--- src/rtl/pipe_hazard_unit.sv ---
// Hazard/forwarding controller: in-flight scoreboard, load-use stall, redirect flush, EX forwarding, WB->ID bypass.
// Define HAZARD_STATS_EN to build the saturating stall/flush statistics counters.
module pipe_hazard_unit #(
  parameter int DEPTH        = 3,
  parameter int REG_AW       = 5,
  parameter int LOAD_STG     = 2,
  parameter int REDIRECT_STG = 1,
  parameter int SEL_W        = $clog2(DEPTH)
) (
  input  logic              clk_i,
  input  logic              reset_i,
  input  logic              id_valid_i,
  input  logic [REG_AW-1:0] id_rs_i,
  input  logic [REG_AW-1:0] id_rt_i,
  input  logic              id_uses_rs_i,
  input  logic              id_uses_rt_i,
  input  logic [REG_AW-1:0] id_dst_i,
  input  logic              id_wreg_i,
  input  logic              id_load_i,
  input  logic              redirect_i,
  output logic              stall_f_o,
  output logic              stall_d_o,
  output logic              flush_d_o,
  output logic              bubble_e_o,
  output logic [DEPTH-1:0]  kill_o,
  output logic [SEL_W-1:0]  fwd_a_o,
  output logic [SEL_W-1:0]  fwd_b_o,
  output logic              rf_byp_a_o,
  output logic              rf_byp_b_o,
  output logic [31:0]       stall_cnt_o,
  output logic [31:0]       flush_cnt_o
);

  logic              redirectLive;
  logic              loadUse;
  logic              accept;

  logic [DEPTH-1:0]  valid_q, valid_d;
  logic [DEPTH-1:0]  wreg_q, wreg_d;
  logic [DEPTH-1:0]  load_q, load_d;
  logic [REG_AW-1:0] dst_q [DEPTH];
  logic [REG_AW-1:0] dst_d [DEPTH];
  logic [REG_AW-1:0] rsE_q, rsE_d, rtE_q, rtE_d;
  logic              usesRsE_q, usesRsE_d, usesRtE_q, usesRtE_d;

  // Redirect is masked while in reset so every output reads 0 during reset.
  assign redirectLive = redirect_i & reset_i;

  always_comb begin
    loadUse = 1'b0;
    for (int k = 0; k < LOAD_STG - 1; k++) begin
      if (valid_q[k] && wreg_q[k] && load_q[k]) begin
        if (id_uses_rs_i && (id_rs_i != '0) && (dst_q[k] == id_rs_i)) loadUse = 1'b1;
        if (id_uses_rt_i && (id_rt_i != '0) && (dst_q[k] == id_rt_i)) loadUse = 1'b1;
      end
    end
    loadUse = loadUse & id_valid_i;
  end

  assign stall_f_o  = loadUse & ~redirectLive;
  assign stall_d_o  = loadUse & ~redirectLive;
  assign flush_d_o  = redirectLive;
  assign bubble_e_o = loadUse | redirectLive;

  always_comb begin
    kill_o = '0;
    for (int k = 0; k < DEPTH; k++) begin
      if (redirectLive && (k < REDIRECT_STG)) kill_o[k] = 1'b1;
    end
  end

  assign rf_byp_a_o = valid_q[DEPTH-1] & wreg_q[DEPTH-1] & id_uses_rs_i &
                      (id_rs_i != '0) & (dst_q[DEPTH-1] == id_rs_i);
  assign rf_byp_b_o = valid_q[DEPTH-1] & wreg_q[DEPTH-1] & id_uses_rt_i &
                      (id_rt_i != '0) & (dst_q[DEPTH-1] == id_rt_i);

  // Walk oldest to youngest so the youngest eligible producer overwrites the select.
  always_comb begin
    fwd_a_o = '0;
    fwd_b_o = '0;
    for (int k = DEPTH - 1; k >= 1; k--) begin
      if (valid_q[k] && wreg_q[k] && !(load_q[k] && (k < LOAD_STG))) begin
        if (usesRsE_q && (rsE_q != '0) && (dst_q[k] == rsE_q)) fwd_a_o = SEL_W'(k);
        if (usesRtE_q && (rtE_q != '0) && (dst_q[k] == rtE_q)) fwd_b_o = SEL_W'(k);
      end
    end
  end

  assign accept = id_valid_i & ~stall_d_o & ~redirectLive;

  always_comb begin
    valid_d[0] = accept;
    wreg_d[0]  = id_wreg_i;
    load_d[0]  = id_load_i;
    dst_d[0]   = id_dst_i;
    rsE_d      = id_rs_i;
    rtE_d      = id_rt_i;
    usesRsE_d  = accept & id_uses_rs_i;
    usesRtE_d  = accept & id_uses_rt_i;
    for (int k = 1; k < DEPTH; k++) begin
      valid_d[k] = valid_q[k-1] & ~kill_o[k-1];
      wreg_d[k]  = wreg_q[k-1];
      load_d[k]  = load_q[k-1];
      dst_d[k]   = dst_q[k-1];
    end
  end

  always_ff @(posedge clk_i or negedge reset_i) begin
    if (!reset_i) begin
      valid_q   <= '0;
      wreg_q    <= '0;
      load_q    <= '0;
      rsE_q     <= '0;
      rtE_q     <= '0;
      usesRsE_q <= 1'b0;
      usesRtE_q <= 1'b0;
      for (int k = 0; k < DEPTH; k++) dst_q[k] <= '0;
    end else begin
      valid_q   <= valid_d;
      wreg_q    <= wreg_d;
      load_q    <= load_d;
      rsE_q     <= rsE_d;
      rtE_q     <= rtE_d;
      usesRsE_q <= usesRsE_d;
      usesRtE_q <= usesRtE_d;
      for (int k = 0; k < DEPTH; k++) dst_q[k] <= dst_d[k];
    end
  end

`ifdef HAZARD_STATS_EN
  logic [31:0] stallCnt_q, flushCnt_q;

  always_ff @(posedge clk_i or negedge reset_i) begin
    if (!reset_i) begin
      stallCnt_q <= '0;
      flushCnt_q <= '0;
    end else begin
      if (stall_d_o && (stallCnt_q != 32'hFFFF_FFFF)) stallCnt_q <= stallCnt_q + 32'd1;
      if (redirectLive && (flushCnt_q != 32'hFFFF_FFFF)) flushCnt_q <= flushCnt_q + 32'd1;
    end
  end

  assign stall_cnt_o = stallCnt_q;
  assign flush_cnt_o = flushCnt_q;
`else
  assign stall_cnt_o = '0;
  assign flush_cnt_o = '0;
`endif

endmodule

--- config.mk ---
export PLATFORM = sky130hd
export DESIGN_NAME = pipe_hazard_unit
export DESIGN_NICKNAME = d
export VERILOG_FILES = /design/src/rtl/pipe_hazard_unit.sv
export SDC_FILE = /design/constraint.sdc
export NUM_CORES = 1
export LEC_CHECK = 0
export BUFFER_PORTS_ARGS = -buffer_cell sky130_fd_sc_hd__clkbuf_2
export CAP_MARGIN = 20
export CORE_ASPECT_RATIO = 1.25
export CORE_UTILIZATION = 45
export DETAILED_ROUTE_END_ITERATION = 10
export PLACE_DENSITY = 0.86
export SETUP_SLACK_MARGIN = 0.1
export SLEW_MARGIN = 20
export SYNTH_ARGS = -nofsm -noshare
export SYNTH_HDL_FRONTEND = slang
export SYNTH_SLANG_ARGS = --single-unit
--- constraint.sdc ---
create_clock -name clk_i -period 3.1 [get_ports clk_i]
set_input_delay 0.93 -clock clk_i [delete_from_list [all_inputs] [get_ports clk_i]]
set_output_delay 0.93 -clock clk_i [all_outputs]
set_load 0.005 [all_outputs]
==> results of run 1 <==
-- registers in the layout (all words and copies together), names as in the netlist --
register / cells
dst_d: 10
dst_q: 5
load_q: 2
rsE_q: 5
rtE_q: 5
usesRsE_q: 1
usesRtE_q: 1
valid_q: 3
wreg_q: 3
-- stage by stage --
step                      TNS, ps  hold slack, ps  util [%]  instance area (µm²)
after floorplan                 0             347         -                 2240
after global placement       -142             348      49.5                 2060
after detailed placement     -217             357      49.5                 2060
after CTS                    -194             372      53.8                 2240
after global routing         -595             387      55.2                 2300
final                        -448             370      55.2                 2300
-- layout make-up --
type                    count  area [µm²]
flip-flops and latches     35         876
fillers                   354        1870
clock inverters             1        5.00
repair buffers             54         350
clock buffers               6        82.6
well taps                  56        70.1
inverters                   1        3.75
multi-input cells         143         910
-- metal layers --
layer	vias up	track usage [%]	share of wire [%]
met4	0	12.0	4.4
met1	643	17.2	33
met3	16	3.06	6.0
met2	101	31.9	57
met5	-	0	0
li1	585	-	-
-- timing repair --
action | in CTS | in global routing
pin swaps | 7 | 9
resized for setup | 7 | 14
endpoints found under the setup margin | 3 | 5
hold endpoints to repair | 0 | 0
setup buffers | 7 | 4
-- path summary, 6_finish.rpt --
kind / from / endpoint / slack (ps) / cells after the start
worst max-delay path: id_rt_i[3] / stall_f_o / -130 / 7
worst min-delay path: wreg_q[1] / wreg_q[2] / 370 / 0
worst max register to register: load_q[0] / usesRtE_q / 1210 / 8
worst min register to register: wreg_q[1] / wreg_q[2] / 370 / 0
max in group asynchronous: reset_i / rsE_q[1] / 2110 / 2
min in group asynchronous: reset_i / valid_q[0] / 680 / 2
-- cells by family (layout without fill, tap and decap cells) --
kind of cell | count (synthesis) | count (layout) | share of synthesized area, %
AND/OR/NAND/NOR | 32 | 32 | 10.5
buffers and inverters | 72 | 62 | 26.3
AO/OA/AOI/OAI | 5 | 5 | 1.75
other | 1 | 66 | 0.187
XOR/XNOR | 40 | 40 | 17.5
flip-flops | 35 | 35 | 43.8
-- cell usage in the layout, fill, tap and decap left out, types with 2 or more instances in the layout --
cell	n
nand2_1	3
buf_6	6
buf_2	3
nor4_1	2
o21ai_0	2
nor4_4	2
conb_1	66
or4_1	4
xor2_1	12
clkbuf_2	28
xnor2_1	27
buf_4	17
o21ai_4	2
nor2_1	2
dfrtp_1	35
or4_4	2
clkbuf_8	6
nor4_2	2
nor4b_1	2
nand4_1	8
-- worst max-delay path, delay by kind of cell --
family | cells | cell delay (ps)
compound gates | 2 | 360
simple gates | 2 | 640
buf+inv | 3 | 370
-- power groups by stage --
stage	logic [W]	registers [W]	clock network (W)
after floorplan	0.000134	0.000505	0
after global placement	0.000117	0.000512	0
after detailed placement	0.000121	0.000514	0
after CTS	0.000132	0.000506	0.000329
after global routing	0.000164	0.000508	0.000347
final	0.000146	0.000506	0.000332
==> out/qor.yml, run 1 <==
setup_path:
  end_kind: "output port"
  cp.arrival_ps: 2300
  cp_max_fo: 2
  crit_slowest_cell: "or4_4"
  cp-start-kind: "input port"
  crit_path_cell_trace: "buf_6 > or4_4 > o21ai_4 > nor4_4 > buf_4 > o21a_1 > buf_2"
  crit_type: "input port to output port"
  cp.required_ps: 2170
  slowest_delay_ps: 560
floorplan:
  initial_utilization_pct: 48.0
  die_y_um: 76.6
  die_w_um: 61.6
  dieArea_mm2: 0.00472
  num_io_pins: 100
  rows: 26
  coreArea_mm2: 0.00416
timing:
  timing.fmax_ghz: 0.310
  finalCriticalPeriod_ps: 3230
  slew_viol_final: 0
  worst_clock_skew_ps: 4.38
  post-route-period-util_pct: 104
  setup_slack_ps: -127
  finalHoldViolCount: 0
  rsz0062_at_grt: "yes"
  setup_viol_count_final: 4
power_and_ir_drop:
  ir_drop_v: 0.000369
  power_frac_comb_pct: 14.9
  seqPwrFrac_pct: 51.4
  total_power_w: 0.000985
  pwr_density_cell_mw_per_mm2: 429
  power_frac_clock_pct: 33.7
  switchingPower_w: 0.000265
  p_leak_nw: 1.12
  switching_share_pct: 26.9
  p_int_w: 0.000720
outcome:
  status: "finished with violations"
  violations: "setup timing"
clocking:
  cts_tree: "yes"
  clkTransAtPathRegs_ps: 70
  cts_sinks: 35
  cts-root-buf: "clkbuf_8"
  numCtsBuffers: 5
  postCtsHoldBufs: 0
  htreeDepth: 2
  clkLatencyLatePin_ps: 290
  cts_buffer_depth: 2
detailed_routing:
  ant_nets: 0
  viasPerCell: 4.54
  vias: 1345
  firstDrtPassIters: 4
  wl_per_cell_um: 14.3
  drc: 0
  totalWireLength_mm: 4.22
  drtIter0Drc: 33
global_route:
  grt_pass1_wl_mm: 5.92
  antenna_found_initial: 0
  grt_start_max_net_pins: 36
  grt_usage_pct: 17.8
  grt_overflow: 0
  grt_pass1_vias: 1282
placed_design:
  pre_cts_ws_ps: -79.3
  port_buffers: 33
  dpl.cell_count: 282
  place_congestion: 0.773
  dp_hpwl_mm: 2.66
yosys:
  synth_top_area_share_pct: 43.8
  synth_edf_count: 0
  synth_cell_types: 22
  netlist_instances: 185
  synth.most_common_cell: "buf_4"
  synth_area_mm2: 0.00200
  synth_commonest_cells: "buf_4 (68), dfrtp_1 (35), xnor2_1 (28), xor2_1 (12), nand4_1 (8)"
  synth-async-reset-ratio_pct: 100
  syn-mean-instance-area_um2: 10.8
  synth_seq_cells: 35
  ys_seq_area_share_pct: 43.8
  yosysTopAreaCell: "dfrtp_1"
  yosys_warnings: 0
  synth-main-ff-cell: "dfrtp_1"
  synthTopCellsByArea: "dfrtp_1 (44%), buf_4 (26%), xnor2_1 (12%), xor2_1 (5.3%), nand4_1 (2.5%)"
final_layout:
  num_antenna_cells: 0
  drive_gt1_share_pct: 29.2
  nNetsFinal: 263
  final_cells: 296
  area_growth_pct: 14.8
hold_path:
  hold_path.class: "register to register"
job:
  maxCapViolations: 0
Note: power is estimated with default switching activity, not from simulation.
==> run 2: changes to the inputs <==
- ABC_AREA: default -> 1
- CORE_MARGIN: default -> 1.5
- PLACE_DENSITY: 0.86 -> 0.85
==> run 2 against run 1 <==
The flow now finishes without violations. Core utilization shrank 5.8 points. Worst setup slack gained 380 ps. Global-route usage down 2.7 points. Sequential share of layout area rose by 1.7 points. Final area decreased by 4.2%. Clock power grew 21%. Die area grew 8.5%. Via count up 6.6%. Critical endpoint unchanged. Largest cell class unchanged.
==> out/qor.yml, run 2 <==
floorplan:
  initial_utilization_pct: 47.4  # -0.66 points
  num_io_pins: 100  # unchanged
  coreArea_mm2: 0.00446  # +7.1%
  die_y_um: 79.6  # +4.0%
  dieArea_mm2: 0.00512  # +8.5%
  die_w_um: 64.3  # +4.3%
  rows: 27  # +3.8%
clocking:
  cts-root-buf: "clkbuf_8"
  cts_sinks: 35  # unchanged
  htreeDepth: 2  # unchanged
  ctsResizeCount: 0  # -7
  numCtsBuffers: 5  # unchanged
  clkLatencyLatePin_ps: 290  # about the same
  clkTransAtPathRegs_ps: 70  # about the same
  cts_buffer_depth: 2  # unchanged
  cts_setup_buffers: 0  # -7
  cts_tree: "yes"
  postCtsHoldBufs: 0  # unchanged
setup_path:
  cp-start-kind: "input port"
  crit_slowest_cell: "clkbuf_2"
  r2r_setup_slack_ps: 1810  # +600 ps
  end_kind: "output port"
  crit_type: "input port to output port"
  cp.arrival_ps: 1910  # -390 ps
  cp.required_ps: 2170  # about the same
  reg2reg_depth: 10  # +2
  crit_path_cell_trace: "clkbuf_2 > inv_1 > nand2_1 > nand2_1 > nand2_1 > nor2_1 > nand3_2 > nand2_1 > nand2_2 > nor2_1 > clkbuf_2"
  r2r-end: "usesRsE_q"
  reg2reg_from: "dst_d[6]"
  cp_common_cell: "nand2_1"
  slowest_delay_ps: 130  # -430 ps
  cp_max_fo: 4  # +2
  critical_path.top_delay_family: "simple AND/OR/NAND/NOR gates"
  crit_buf_inv: 3  # unchanged
global_route:
  grt_pass1_vias: 1286  # +0.31%
  antenna_found_initial: 0  # unchanged
  grt_usage_pct: 15.1  # -2.7 points
  grt_overflow: 0  # unchanged
  grt_pass1_wl_mm: 5.73  # -3.3%
  grt_start_max_net_pins: 35  # -2.8%
detailed_routing:
  ant_nets: 0  # unchanged
  totalWireLength_mm: 3.63  # -14%
  drc: 0  # unchanged
  drtIter0Drc: 44  # +33%
  wl_per_cell_um: 10.7  # -25%
  vias: 1434  # +6.6%
  viasPerCell: 4.23  # -6.9%
  firstDrtPassIters: 4  # unchanged
power_and_ir_drop:
  p_int_w: 0.000764  # +6.2%
  p_leak_nw: 1.21  # +8.1%
  power_frac_clock_pct: 38.9  # +5.2 points
  pwr_density_cell_mw_per_mm2: 468  # +9.3%
  switching_share_pct: 25.8  # -1.1 points
  ir_drop_v: 0.000482  # +31%
  power_frac_comb_pct: 12.2  # -2.7 points
  seqPwrFrac_pct: 48.9  # -2.5 points
  total_power_w: 0.00103  # +4.7%
  switchingPower_w: 0.000266  # +0.49%
yosys:
  yosys_warnings: 0  # unchanged
  synth_commonest_cells: "buf_4 (68), nand2_1 (38), dfrtp_1 (35), nor2_1 (25), inv_1 (22)"
  syn-mean-instance-area_um2: 8.70  # -20%
  synth_compound_area_share_pct: 3.43  # +1.7 points
  synthTopCellsByArea: "dfrtp_1 (41%), buf_4 (24%), nand2_1 (6.7%), xor2_1 (5.0%), xnor2_1 (4.6%)"
  synth_mux_area_share_pct: 0  # unchanged
  synth.most_common_cell: "buf_4"
  synthXorXnorAreaFrac_pct: 9.53  # -8.0 points
  synth_cell_types: 25  # +14%
  netlist_instances: 243  # +31%
  synth_top_area_share_pct: 41.4  # -2.3 points
  ys_seq_area_share_pct: 41.4  # -2.3 points
  synth_area_mm2: 0.00211  # +5.6%
  synth-main-ff-cell: "dfrtp_1"
  synth_top_family_by_area: "buffers and inverters"
  synth_edf_count: 0  # unchanged
  synth-async-reset-ratio_pct: 100  # unchanged
  yosysTopAreaCell: "dfrtp_1"
  synth_seq_cells: 35  # unchanged
  yosys.area_share.simple_pct: 16.9  # +6.4 points
  synthAdderAreaFrac_pct: 0  # unchanged
hold_path:
  hold_path.class: "register to register"
  min_from: "wreg_q[1]"
  hold_end: "wreg_q[2]"
  min_path_cells: 0  # unchanged
placed_design:
  dp_hpwl_mm: 2.95  # +11%
  placed_area_mm2: 0.00209  # +1.2%
  port_buffers: 33  # unchanged
  place_congestion: 0.964  # +25%
final_layout:
  area_growth_pct: 4.09
  regArea_um2: 876  # unchanged
  multi_input_area_um2: 880  # -3.3%
  design_area_mm2: 0.00220  # -4.2%
  final_util_pct: 49.3  # -5.8 points
  drive_gt1_share_pct: 17.4  # -12 points
  largest_reg_flops: 10  # unchanged
  num_antenna_cells: 0  # unchanged
  nNetsFinal: 303  # +15%
  fill_cells: 414  # +17%
  final_cell_mix: "conb_1 (66), nand2_1 (38), dfrtp_1 (35), clkbuf_2 (33), nor2_1 (25)"
  final_common_cell: "conb_1"
timing:
  finalHoldViolCount: 0  # unchanged
  post-route-period-util_pct: 91.8  # -12 points
  slew_viol_final: 0  # unchanged
  timing.fmax_ghz: 0.352  # +13%
  tns_ps: 0  # +448 ps
  setup_viol_count_final: 0  # -4
  finalCriticalPeriod_ps: 2840  # -382 ps
  fin_hold_ws_ps: 370  # -0.234 ps
  rsz0062_at_grt: "no"
  worst_clock_skew_ps: 7.78  # +3.40 ps
outcome:
  status: "complete, no violations"
job:
  maxCapViolations: 0  # unchanged
## run 2: worst reg2reg max path, stage by stage (launching register included)
cell and delay [ps]:
dfrtp_1 420, inv_1 70, nand2_1 50, nand2_1 60
nand2_1 50, nor2_1 120, nand3_2 60, nand2_1 110
nand2_2 80, nand3_2 100, nor2_1 60
## run 2: worst max path at each step
stage,slack [ps],end,cells after the start,start
final,260,stall_f_o,11,id_rs_i[1]
after global routing,110,stall_f_o,11,id_rs_i[3]
after CTS,260,stall_f_o,11,id_rs_i[1]
after detailed placement,280,stall_f_o,11,id_rs_i[3]
after global placement,300,stall_f_o,10,id_rt_i[2]
after floorplan,480,stall_f_o,10,id_rs_i[1]
## run 2: metal layers
metal | global-route usage, % | vias to the layer above | routed length (µm)
met3 | 3.81 | 16 | 269
met5 | 0 | - | 0
met2 | 26.0 | 85 | 1890
met1 | 16.1 | 642 | 1320
li1 | - | 691 | -
met4 | 10.2 | 0 | 152
## run 2: cell type report
type / count / area share (%)
clock buffers: 5 / 3.13
clock inverters: 3 / 1.99
inverters: 23 / 3.92
multi-input cells: 181 / 40.0
flip-flops and latches: 35 / 39.8
well taps: 58 / 3.30
repair buffers: 34 / 7.85
## run 2: per-stage QoR
stage	cells	worst slack (ps)
finish	339	255
global route	339	105
CTS	339	263
detailed placement	331	276
global placement	331	297
floorplan	308	476
## run 2: cell families (layout without fill, tap and decap cells)
family | after synthesis | in the layout
other | 1 | 66
XOR/XNOR | 23 | 23
flip-flops | 35 | 35
AND/OR/NAND/NOR | 81 | 81
buffers and inverters | 92 | 65
AO/OA/AOI/OAI | 11 | 11
## run 2: power by group through the flow
stage	clock network [W]	logic (W)	registers, W
2_1_floorplan	0	0.000140	0.000506
3_3_place_gp	0	0.000120	0.000511
3_5_place_dp	0	0.000124	0.000512
4_1_cts	0.000410	0.000124	0.000504
5_1_grt	0.000428	0.000144	0.000507
6_report	0.000401	0.000126	0.000504
